===== src/rtl/fifo_stream_adapter.sv =====
`default_nettype none
// ============================================================================
// Module   : fifo_stream_adapter
// Brief    : Turns a show-ahead FIFO read port into a registered valid/ready
//            stream through a two-entry (main + skid) output buffer.
// Revision : 1.0 - initial release
// ============================================================================
module fifo_stream_adapter #(
    parameter int WIDTH = 10
) (
    input  logic             clk_i,
    input  logic             rst_ni,
    input  logic [WIDTH-1:0] fifo_data_i,
    input  logic             fifo_empty_i,
    output logic             fifo_rd_en_o,
    output logic             m_valid_o,
    input  logic             m_ready_i,
    output logic [WIDTH-1:0] m_data_o,
    output logic [1:0]       level_o
);

    typedef enum logic [1:0] {
        ST_EMPTY = 2'd0,
        ST_ONE   = 2'd1,
        ST_TWO   = 2'd2
    } state_e;

    state_e           r_state_q;
    state_e           w_state_d;
    logic [WIDTH-1:0] r_main_q;
    logic [WIDTH-1:0] w_main_d;
    logic [WIDTH-1:0] r_skid_q;
    logic [WIDTH-1:0] w_skid_d;
    logic             w_pop;
    logic             w_take;

    // Pop depends only on occupancy and FIFO status, never on m_ready_i.
    assign w_pop  = rst_ni && !fifo_empty_i && (r_state_q != ST_TWO);
    assign w_take = m_valid_o && m_ready_i;

    assign fifo_rd_en_o = w_pop;
    assign m_valid_o    = (r_state_q != ST_EMPTY);
    assign m_data_o     = r_main_q;
    assign level_o      = r_state_q;

    always_comb begin
        w_state_d = r_state_q;
        w_main_d  = r_main_q;
        w_skid_d  = r_skid_q;
        case (r_state_q)
            ST_ONE: begin
                if (w_pop && w_take) begin
                    w_main_d = fifo_data_i;
                end else if (w_pop) begin
                    w_skid_d  = fifo_data_i;
                    w_state_d = ST_TWO;
                end else if (w_take) begin
                    w_state_d = ST_EMPTY;
                end
            end
            ST_TWO: begin
                if (w_take) begin
                    w_main_d  = r_skid_q;
                    w_state_d = ST_ONE;
                end
            end
            default: begin
                // EMPTY, and the unused encoding 3 recovers as EMPTY
                if (w_pop) begin
                    w_main_d  = fifo_data_i;
                    w_state_d = ST_ONE;
                end else begin
                    w_state_d = ST_EMPTY;
                end
            end
        endcase
    end

    always_ff @(posedge clk_i or negedge rst_ni) begin
        if (!rst_ni) begin
            r_state_q <= ST_EMPTY;
            r_main_q  <= '0;
            r_skid_q  <= '0;
        end else begin
            r_state_q <= w_state_d;
            r_main_q  <= w_main_d;
            r_skid_q  <= w_skid_d;
        end
    end

endmodule
`default_nettype wire


===== config.mk =====
export PLATFORM = sky130hd
export DESIGN_NAME = fifo_stream_adapter
export DESIGN_NICKNAME = d
export VERILOG_FILES = /design/src/rtl/fifo_stream_adapter.sv
export SDC_FILE = /design/constraint.sdc
export NUM_CORES = 1
export LEC_CHECK = 0
export CORE_MARGIN = 5
export CORE_UTILIZATION = 50
export CTS_CLUSTER_SIZE = 16
export DETAILED_ROUTE_END_ITERATION = 8
export PLACE_DENSITY = 0.94
export SYNTH_ARGS = -nofsm -noshare
export SYNTH_HDL_FRONTEND = slang
export SYNTH_SLANG_ARGS = --single-unit
export TNS_END_PERCENT = 30

===== constraint.sdc =====
create_clock -name clk_i -period 4.3 [get_ports clk_i]
set_clock_uncertainty 0.15 [all_clocks]
set_input_delay 0.645 -clock clk_i [delete_from_list [all_inputs] [get_ports clk_i]]
set_output_delay 0.645 -clock clk_i [all_outputs]
set_load 0.05 [all_outputs]

==> reports/qor.yml, run 1 <==
drv_slew: 0
layout.nets: 128
area_growth_pct: 31.3
rsz0062_at_grt: "false"
report.final.hold_viol_count: 0
top_usage_layer: "met2"
grt_max_degree: 26
postCtsSetupBuffers: 0
ir_drop_mv: 0.265
max_slew.worst_pin.slew_ns: 0.538
maxCapViolCount: 0
use_met2: 0.242
design.core.area_um2: 2000
cp_max_fo: 25
tritoncts: "yes"
status: "finished clean"
layout-drive-gt1-share: 0.273
totalNegativeSetupSlack_ns: 0
fp.dieH_um: 56.2
timing.rr.end: "m_data_o[7]$_DFFE_PN0P_"
clockBufferDepth: 2
antenna_cells: 0
setup_viol: 0
path_cells: "clkdlybuf4s50_1 > buf_4 > or3b_4 > clkinv_2 > buf_4"
first_iter_violations: 13
clkTransAtPathRegs_ns: 0.12
cp.arrival_ns: 2.15
synthCells: 82
grt_usage: 0.159
synth_seq_cells: 22
worstHoldStart: "r_skid_q[5]$_DFFE_PN0P_"
r2r_start: "level_o[0]$_DFFE_PN0P_"
avgSynthCellArea_um2: 13.0
clock_sinks: 22
syn-cell-area_um2: 1070
htree_levels: 1
period_share: 0.684
end_kind: "output port"
place.port_buffers: 27
utilization: 0.699
grt_pass1_wl_mm: 4.01
wl_per_cell_um: 16.6
cp_common_cell: "buf_4"
hpwl_mm: 1.72
vias: 774
clock_latency_ns: 0.32
drt_pass1_iterations: 4
r2r_slack_ns: 1.74
start_kind: "input pin"
wl_mm: 2.28
min_path_cells: 1
die_x_um: 56.2
p_total_uw: 706
initial_core_util: 0.532
cts_resized: 0
dieArea_um2: 3160
ant_nets: 0
p_leak_nw: 0.577
grtUsageMet1: 0.211
cts_buffers: 3
critPathRequiredTime_ns: 3.50
fmax_ghz: 0.340
crit_path_max_incr_delay_ns: 0.45
grt-ovfl-total: 0
hp-class: "reg -> reg"
root_buffer: "clkbuf_4"
ys_warn_count: 0
relSlewSlack: 0.641
grt_pass1_vias: 819
ctsHoldBuffers: 0
ios: 28
gp_congestion: 0.686
ys_seq_area_frac: 0.516
synth_nets: 99
layout_min_cycle_time_ns: 2.94
antenna_found_initial: 0
worst-setup-path-type: "in -> out"
yosysUniqueCellTypes: 24
hold_path_end: "r_skid_q[5]$_DFFE_PN0P_"
cellPowerDensity_nw_per_um2: 504
route.detailed.drc: 0
rows: 16
reg2reg_depth: 6
crit_slowest_cell: "clkdlybuf4s50_1"
met3_usage: 0.0418
via_per_inst: 5.65
[area by class of cell]
type,count,area [um2]
fill,147,602
sequential,22,551
multi-input combinational,50,464
timing repair buffer,28,275
tap,27,33.8
clock inverter,1,30.0
inverter,6,23.8
clock buffer,3,22.5
[layer usage]
metal,part of all wire,up-vias
li1,-,352
met1,0.43,383
met2,0.48,32
met3,0.069,7
met4,0.021,0
met5,0,-
[registers in the layout, summed over array words and instances, names as in the netlist]
| signal | cells |
|---|---|
| m_data_o | 10 |
| r_skid_q | 10 |
| level_o | 2 |
[worst max path at each step]
| stage | from | end | slack, ns | cells past startpoint |
|---|---|---|---|---|
| floorplan | level_o[0]$_DFFE_PN0P_ | fifo_rd_en_o | 1.87 | 4 |
| global placement | rst_ni | fifo_rd_en_o | 1.37 | 5 |
| detailed placement | rst_ni | fifo_rd_en_o | 1.35 | 5 |
| CTS | rst_ni | fifo_rd_en_o | 1.34 | 5 |
| global route | rst_ni | fifo_rd_en_o | 1.24 | 5 |
| finish | rst_ni | fifo_rd_en_o | 1.36 | 5 |
[cell usage in the layout (no fill, tap or decap), types with 2 or more instances in the layout]
cell,instances
nand2b_1,11
ha_1,3
mux2_4,2
clkdlybuf4s50_1,26
a21oi_1,4
buf_4,2
o31ai_1,2
mux2_2,8
dfrtp_1,22
o221a_2,10
inv_1,5
clkbuf_4,3
[worst max-delay path, delay by kind of cell]
| kind | cells | cell delay (ns) |
|---|---|---|
| buffers and inverters | 4 | 1.05 |
| AND/OR/NAND/NOR | 1 | 0.44 |
[per-stage QoR]
stage | setup WS, ns | cells | hold WS [ns] | area (um2)
CTS | 1.34 | 137 | 0.358 | 1400
floorplan | 1.87 | 82 | 0.199 | 1070
global route | 1.24 | 137 | 0.371 | 1400
global placement | 1.37 | 133 | 0.322 | 1350
finish | 1.36 | 137 | 0.358 | 1400
detailed placement | 1.35 | 133 | 0.331 | 1350
[cells in the mapped netlist]
cell type / n / area, um2
clkbuf_1: 1 / 3.75
clkinv_2: 1 / 5.00
and3_1: 1 / 6.26
nand2b_1: 11 / 68.8
mux2_1: 1 / 11.3
a21oi_1: 4 / 20.0
nand2_1: 1 / 3.75
buf_4: 1 / 7.51
o21ai_2: 1 / 8.76
ha_1: 3 / 37.5
inv_1: 5 / 18.8
dfrtp_1: 22 / 551
mux2_2: 8 / 90.1
mux2_4: 2 / 30.0
a211oi_1: 1 / 7.51
o221a_2: 10 / 113
buf_6: 1 / 11.3
nand3_4: 1 / 17.5
buf_2: 1 / 5.00
nor2b_1: 1 / 6.26
mux2i_1: 1 / 10.0
o31ai_1: 2 / 15.0
o211ai_1: 1 / 7.51
or3b_4: 1 / 11.3
[cells by family after synthesis]
| logic type | after synthesis | synth area share |
|---|---|---|
| simple gates | 16 | 0.107 |
| fa+ha+maj | 3 | 0.0352 |
| flops | 22 | 0.516 |
| compound gates | 19 | 0.161 |
| buf+inv | 10 | 0.0481 |
| mux | 12 | 0.133 |
[power by group]
part	switching, mW	total (mW)	internal [mW]
combinational	0.135	0.251	0.116
clock	0.0650	0.159	0.0943
sequential	0.0302	0.295	0.265
total	0.230	0.706	0.475
Note: power is estimated with default switching activity, not from simulation.
==> inputs of run 2 (changes only) <==
Settings changed: CORE_UTILIZATION 50 to 47, PLACE_DENSITY 0.94 to 0.9.
Clock period 4.3 ns to 2.92 ns, I/O delays scaled along.
==> reports/qor.yml, run 2 (synthesized netlist as in run 1, its figures left out) <==
status: "finished clean"
rsz0062_at_grt: "false"
multi_input_area_um2: 464  # unchanged
place.port_buffers: 27  # unchanged
tritoncts: "yes"
cp_max_fo: 5  # -80%
ctsHoldBuffers: 0  # unchanged
clkTransAtPathRegs_ns: 0.12  # about the same
dieArea_um2: 3320  # +5.2%
hpwl_mm: 1.65  # -3.8%
vias: 754  # -2.6%
initial_core_util: 0.487  # -0.0459
dpl_cell_area_um2: 1380  # +2.1%
cp.arrival_ns: 1.89  # -0.26 ns
power_frac_clock: 0.146  # -0.080
max_slew.worst_pin.slew_ns: 0.515  # -0.0226 ns
first_iter_violations: 16  # +3
reg2reg_depth: 7  # +1
hp-class: "reg -> reg"
area_growth_pct: 31.2  # about the same
power_frac_comb: 0.395  # +0.039
htree_levels: 1  # unchanged
clock_sinks: 22  # unchanged
num-fill-cells: 160  # +8.8%
p_total_uw: 945  # +34%
final_common_cell: "clkdlybuf4s50_1"
grt_max_degree: 25  # -3.8%
clock_latency_ns: 0.30  # -0.02 ns
p_int_uw: 613  # +29%
period_share: 0.850
relSlewSlack: 0.656  # +0.0148
timing.rr.end: "m_data_o[4]$_DFFE_PN0P_"
hold_ws_ns: 0.361  # +0.00324 ns
drv_slew: 0  # unchanged
wl_mm: 2.21  # -2.9%
wl_per_cell_um: 15.9  # -4.3%
seq_area_um2: 551  # unchanged
grt_usage: 0.148  # -0.0105
cts_buffers: 3  # unchanged
grt_pass1_wl_mm: 3.73  # -7.0%
fp.dieH_um: 57.6  # +2.6%
route.detailed.drc: 0  # unchanged
end_kind: "output port"
postCtsSetupBuffers: 0  # unchanged
r2r_start: "level_o[0]$_DFFE_PN0P_"
fmax_ghz: 0.403
p_leak_nw: 0.578  # about the same
start_kind: "register"
grt-ovfl-total: 0  # unchanged
critPathRequiredTime_ns: 2.33  # -1.17 ns
totalNegativeSetupSlack_ns: 0  # unchanged
p_switching_uw: 332  # +44%
antenna_found_initial: 0  # unchanged
ant_nets: 0  # unchanged
rows: 17  # +1
r2r_slack_ns: 0.66  # -1.08 ns
drt_pass1_iterations: 4  # unchanged
worst-setup-path-type: "reg -> out"
layout.nets: 130  # +1.6%
worstHoldStart: "r_skid_q[9]$_DFFE_PN0P_"
maxCapViolCount: 0  # unchanged
ir_drop_mv: 0.323  # +22%
setup_viol: 0  # unchanged
gp_congestion: 0.769  # +12%
cts_resized: 0  # unchanged
report.final.hold_viol_count: 0  # unchanged
final_cell_mix: "26 x clkdlybuf4s50_1, 22 x dfrtp_1, 11 x nand2b_1"
pwr-share-seq: 0.459  # +0.041
die_x_um: 57.6  # +2.6%
min_path_cells: 1  # unchanged
cellPowerDensity_nw_per_um2: 675  # +34%
design.core.area_um2: 2190  # +9.4%
layout-drive-gt1-share: 0.279  # +0.00655
ios: 28  # unchanged
hold_path_end: "r_skid_q[9]$_DFFE_PN0P_"
clockBufferDepth: 2  # unchanged
root_buffer: "clkbuf_4"
switching_share: 0.352  # +0.0254
antenna_cells: 0  # unchanged
fin_area_um2: 1400  # about the same
via_per_inst: 5.42  # -4.0%
layout_min_cycle_time_ns: 2.48
grt_pass1_vias: 768  # -6.2%
[run 2: area by class of cell]
type / count / area share
Clock buffer: 3 / 0.0161
Inverter: 6 / 0.0170
Tap cell: 28 / 0.0250
Sequential cell: 22 / 0.394
Timing Repair Buffer: 30 / 0.216
Multi-Input combinational cell: 50 / 0.332
[run 2: worst max-delay path by stage]
stage / start / endpoint
2_1_floorplan: level_o[0]$_DFFE_PN0P_ / r_skid_q[9]$_DFFE_PN0P_
3_3_place_gp: m_ready_i / m_data_o[6]$_DFFE_PN0P_
3_5_place_dp: m_ready_i / m_data_o[4]$_DFFE_PN0P_
4_1_cts: level_o[0]$_DFFE_PN0P_ / m_valid_o
5_1_grt: level_o[1]$_DFFE_PN0P_ / m_valid_o
6_report: level_o[1]$_DFFE_PN0P_ / m_valid_o
[run 2: worst max-delay path: stages (launching register included)]
cell             delay, ns
dfrtp_1               0.44
inv_1                 0.08
ha_1                  0.20
inv_1                 0.07
clkdlybuf4s50_1       0.80
[run 2: power groups by stage]
stage / Clock (mW) / Combinational, mW / Sequential (mW)
3_3_place_gp: 0 / 0.366 / 0.435
2_1_floorplan: 0 / 0.146 / 0.541
4_1_cts: 0.142 / 0.377 / 0.434
3_5_place_dp: 0 / 0.377 / 0.439
5_1_grt: 0.158 / 0.395 / 0.445
6_report: 0.138 / 0.373 / 0.434
[run 2: per-layer routing]
layer | vias up | wire (um) | track usage
li1 | 358 | - | -
met1 | 372 | 1040 | 0.209
met2 | 20 | 1000 | 0.211
met3 | 4 | 131 | 0.0379
met4 | 0 | 34 | 0.0695
met5 | - | 0 | 0
[run 2: stage by stage]
step | worst slack [ns] | util | instances
floorplan | 0.498 | - | 82
global placement | 0.547 | 0.628 | 136
detailed placement | 0.439 | 0.628 | 136
CTS | 0.436 | 0.638 | 139
global route | 0.358 | 0.638 | 139
finish | 0.437 | 0.638 | 139
==> inputs of run 3 (changes only) <==
Settings changed: CAP_MARGIN set to 5, PLACE_DENSITY 0.9 to 0.78.
==> reports/qor.yml, run 3 (synthesized netlist as in run 1, its figures left out) <==
fin_area_um2: 1430  # +2.1%
ios: 28  # unchanged
cellPowerDensity_nw_per_um2: 725  # +7.3%
grt-ovfl-total: 0  # unchanged
wl_mm: 2.29  # +3.7%
route.detailed.drc: 0  # unchanged
timing.rr.end: "m_data_o[4]$_DFFE_PN0P_"
vias: 750  # -0.53%
grt_usage: 0.150  # +0.00187
maxCapViolCount: 0  # unchanged
cts_buffers: 3  # unchanged
final_cell_mix: "26 x clkdlybuf4s50_1, 22 x dfrtp_1, 11 x nand2b_1"
r2r_start: "level_o[1]$_DFFE_PN0P_"
max_slew.worst_pin.slew_ns: 0.507  # -0.00779 ns
crit_slowest_cell: "clkdlybuf4s50_1"
reg2reg_depth: 6  # -1
tritoncts: "yes"
cp-startpoint: "level_o[1]$_DFFE_PN0P_"
layout_min_cycle_time_ns: 2.50  # +0.0224 ns
rsz0062_at_grt: "false"
setup_viol: 0  # unchanged
cp.arrival_ns: 1.92  # +0.03 ns
hold_ws_ns: 0.362  # +0.000429 ns
layout-drive-gt1-share: 0.286  # +0.00644
grt_pass1_wl_mm: 3.74  # +0.35%
ir_drop_mv: 0.484  # +50%
r2r_slack_ns: 0.62  # -0.04 ns
layoutNonFillerInstCount: 140  # +0.72%
cp_common_cell: "inv_1"
start_kind: "register"
fmax_ghz: 0.399  # -0.89%
fp.dieH_um: 57.6  # unchanged
place.port_buffers: 27  # unchanged
path_cells: "inv_1 > ha_1 > inv_1 > clkdlybuf4s50_1"
antenna_found_initial: 0  # unchanged
report.final.hold_viol_count: 0  # unchanged
layout_setup_ws_ns: 0.415  # -0.0224 ns
critPathRequiredTime_ns: 2.33  # about the same
totalNegativeSetupSlack_ns: 0  # unchanged
grt_max_degree: 25  # unchanged
drv_slew: 0  # unchanged
num-fill-cells: 166  # +3.8%
hp-class: "reg -> reg"
hpwl_mm: 1.66  # +0.45%
p_total_mw: 1.04  # +9.6%
htree_levels: 1  # unchanged
dieArea_um2: 3320  # unchanged
design.core.area_um2: 2190  # unchanged
pre_cts_ws_ns: 0.489  # +0.0500 ns
clock_latency_ns: 0.30  # about the same
status: "finished clean"
postCtsSetupBuffers: 0  # unchanged
utilization: 0.652  # +0.0137
ctsHoldBuffers: 0  # unchanged
layout.nets: 130  # unchanged
via_per_inst: 5.36  # -1.2%
final_common_cell: "clkdlybuf4s50_1"
cp-endpoint: "m_valid_o"
area_growth_pct: 34.0
clockBufferDepth: 2  # unchanged
p_leak_nw: 0.592  # +2.4%
cts_resized: 0  # unchanged
crit_path_max_incr_delay_ns: 0.81  # about the same
placed_cells: 136  # unchanged
rows: 17  # unchanged
min_path_cells: 1  # unchanged
wl_per_cell_um: 16.4  # +2.9%
clkTransAtPathRegs_ns: 0.12  # about the same
relSlewSlack: 0.661  # +0.00521
dpl_cell_area_um2: 1380  # unchanged
ant_nets: 0  # unchanged
clock_sinks: 22  # unchanged
die_x_um: 57.6  # unchanged
initial_core_util: 0.487  # unchanged
first_iter_violations: 14  # -2
drt_pass1_iterations: 4  # unchanged
antenna_cells: 0  # unchanged
period_share: 0.858  # +0.00767
end_kind: "output port"
gp_congestion: 0.822  # +6.9%
worst-setup-path-type: "reg -> out"
root_buffer: "clkbuf_4"
grt_pass1_vias: 789  # +2.7%
cp_max_fo: 5  # unchanged
## run 3: cell types whose count changed in the layout (fill, tap and decap cells not counted)
cell	previous run	this run
bufinv_16	0	1
## run 3: how the worst min path moves through the flow
stage | start | endpoint | slack, ns
after global routing | r_skid_q[2]$_DFFE_PN0P_ | r_skid_q[2]$_DFFE_PN0P_ | 0.38
after CTS | r_skid_q[0]$_DFFE_PN0P_ | r_skid_q[0]$_DFFE_PN0P_ | 0.36
after global placement | r_skid_q[1]$_DFFE_PN0P_ | r_skid_q[1]$_DFFE_PN0P_ | 0.33
after floorplan | rst_ni | level_o[0]$_DFFE_PN0P_ | -0.008
after detailed placement | r_skid_q[0]$_DFFE_PN0P_ | r_skid_q[0]$_DFFE_PN0P_ | 0.33
final | r_skid_q[0]$_DFFE_PN0P_ | r_skid_q[0]$_DFFE_PN0P_ | 0.36
## run 3: final cells by class
class,count,area (um2),area share
sequential,22,551,0.385
multi-input combinational,50,464,0.325
timing repair buffer,30,303,0.212
tap,28,35.0,0.0245
clock inverter,1,30.0,0.0210
inverter,6,23.8,0.0166
clock buffer,3,22.5,0.0158
## run 3: routing by layer
metal  track usage  routed length [um]
met1         0.204                1040
met2         0.234                1100
met3        0.0379                 132
met4        0.0497                  14
met5             0                   0
## run 3: power breakdown
part           leakage, nW  switching (mW)  internal (mW)  total [mW]
Combinational        0.306           0.199          0.174       0.374
Clock               0.0279          0.0893          0.139       0.228
Sequential           0.258          0.0443          0.390       0.434
## run 3: worst max-delay path, delay by kind of cell, from the launching register on
kind       cells  cell delay (ns)
fa+ha+maj      1             0.20
buf+inv        3             0.97
flops          1             0.45
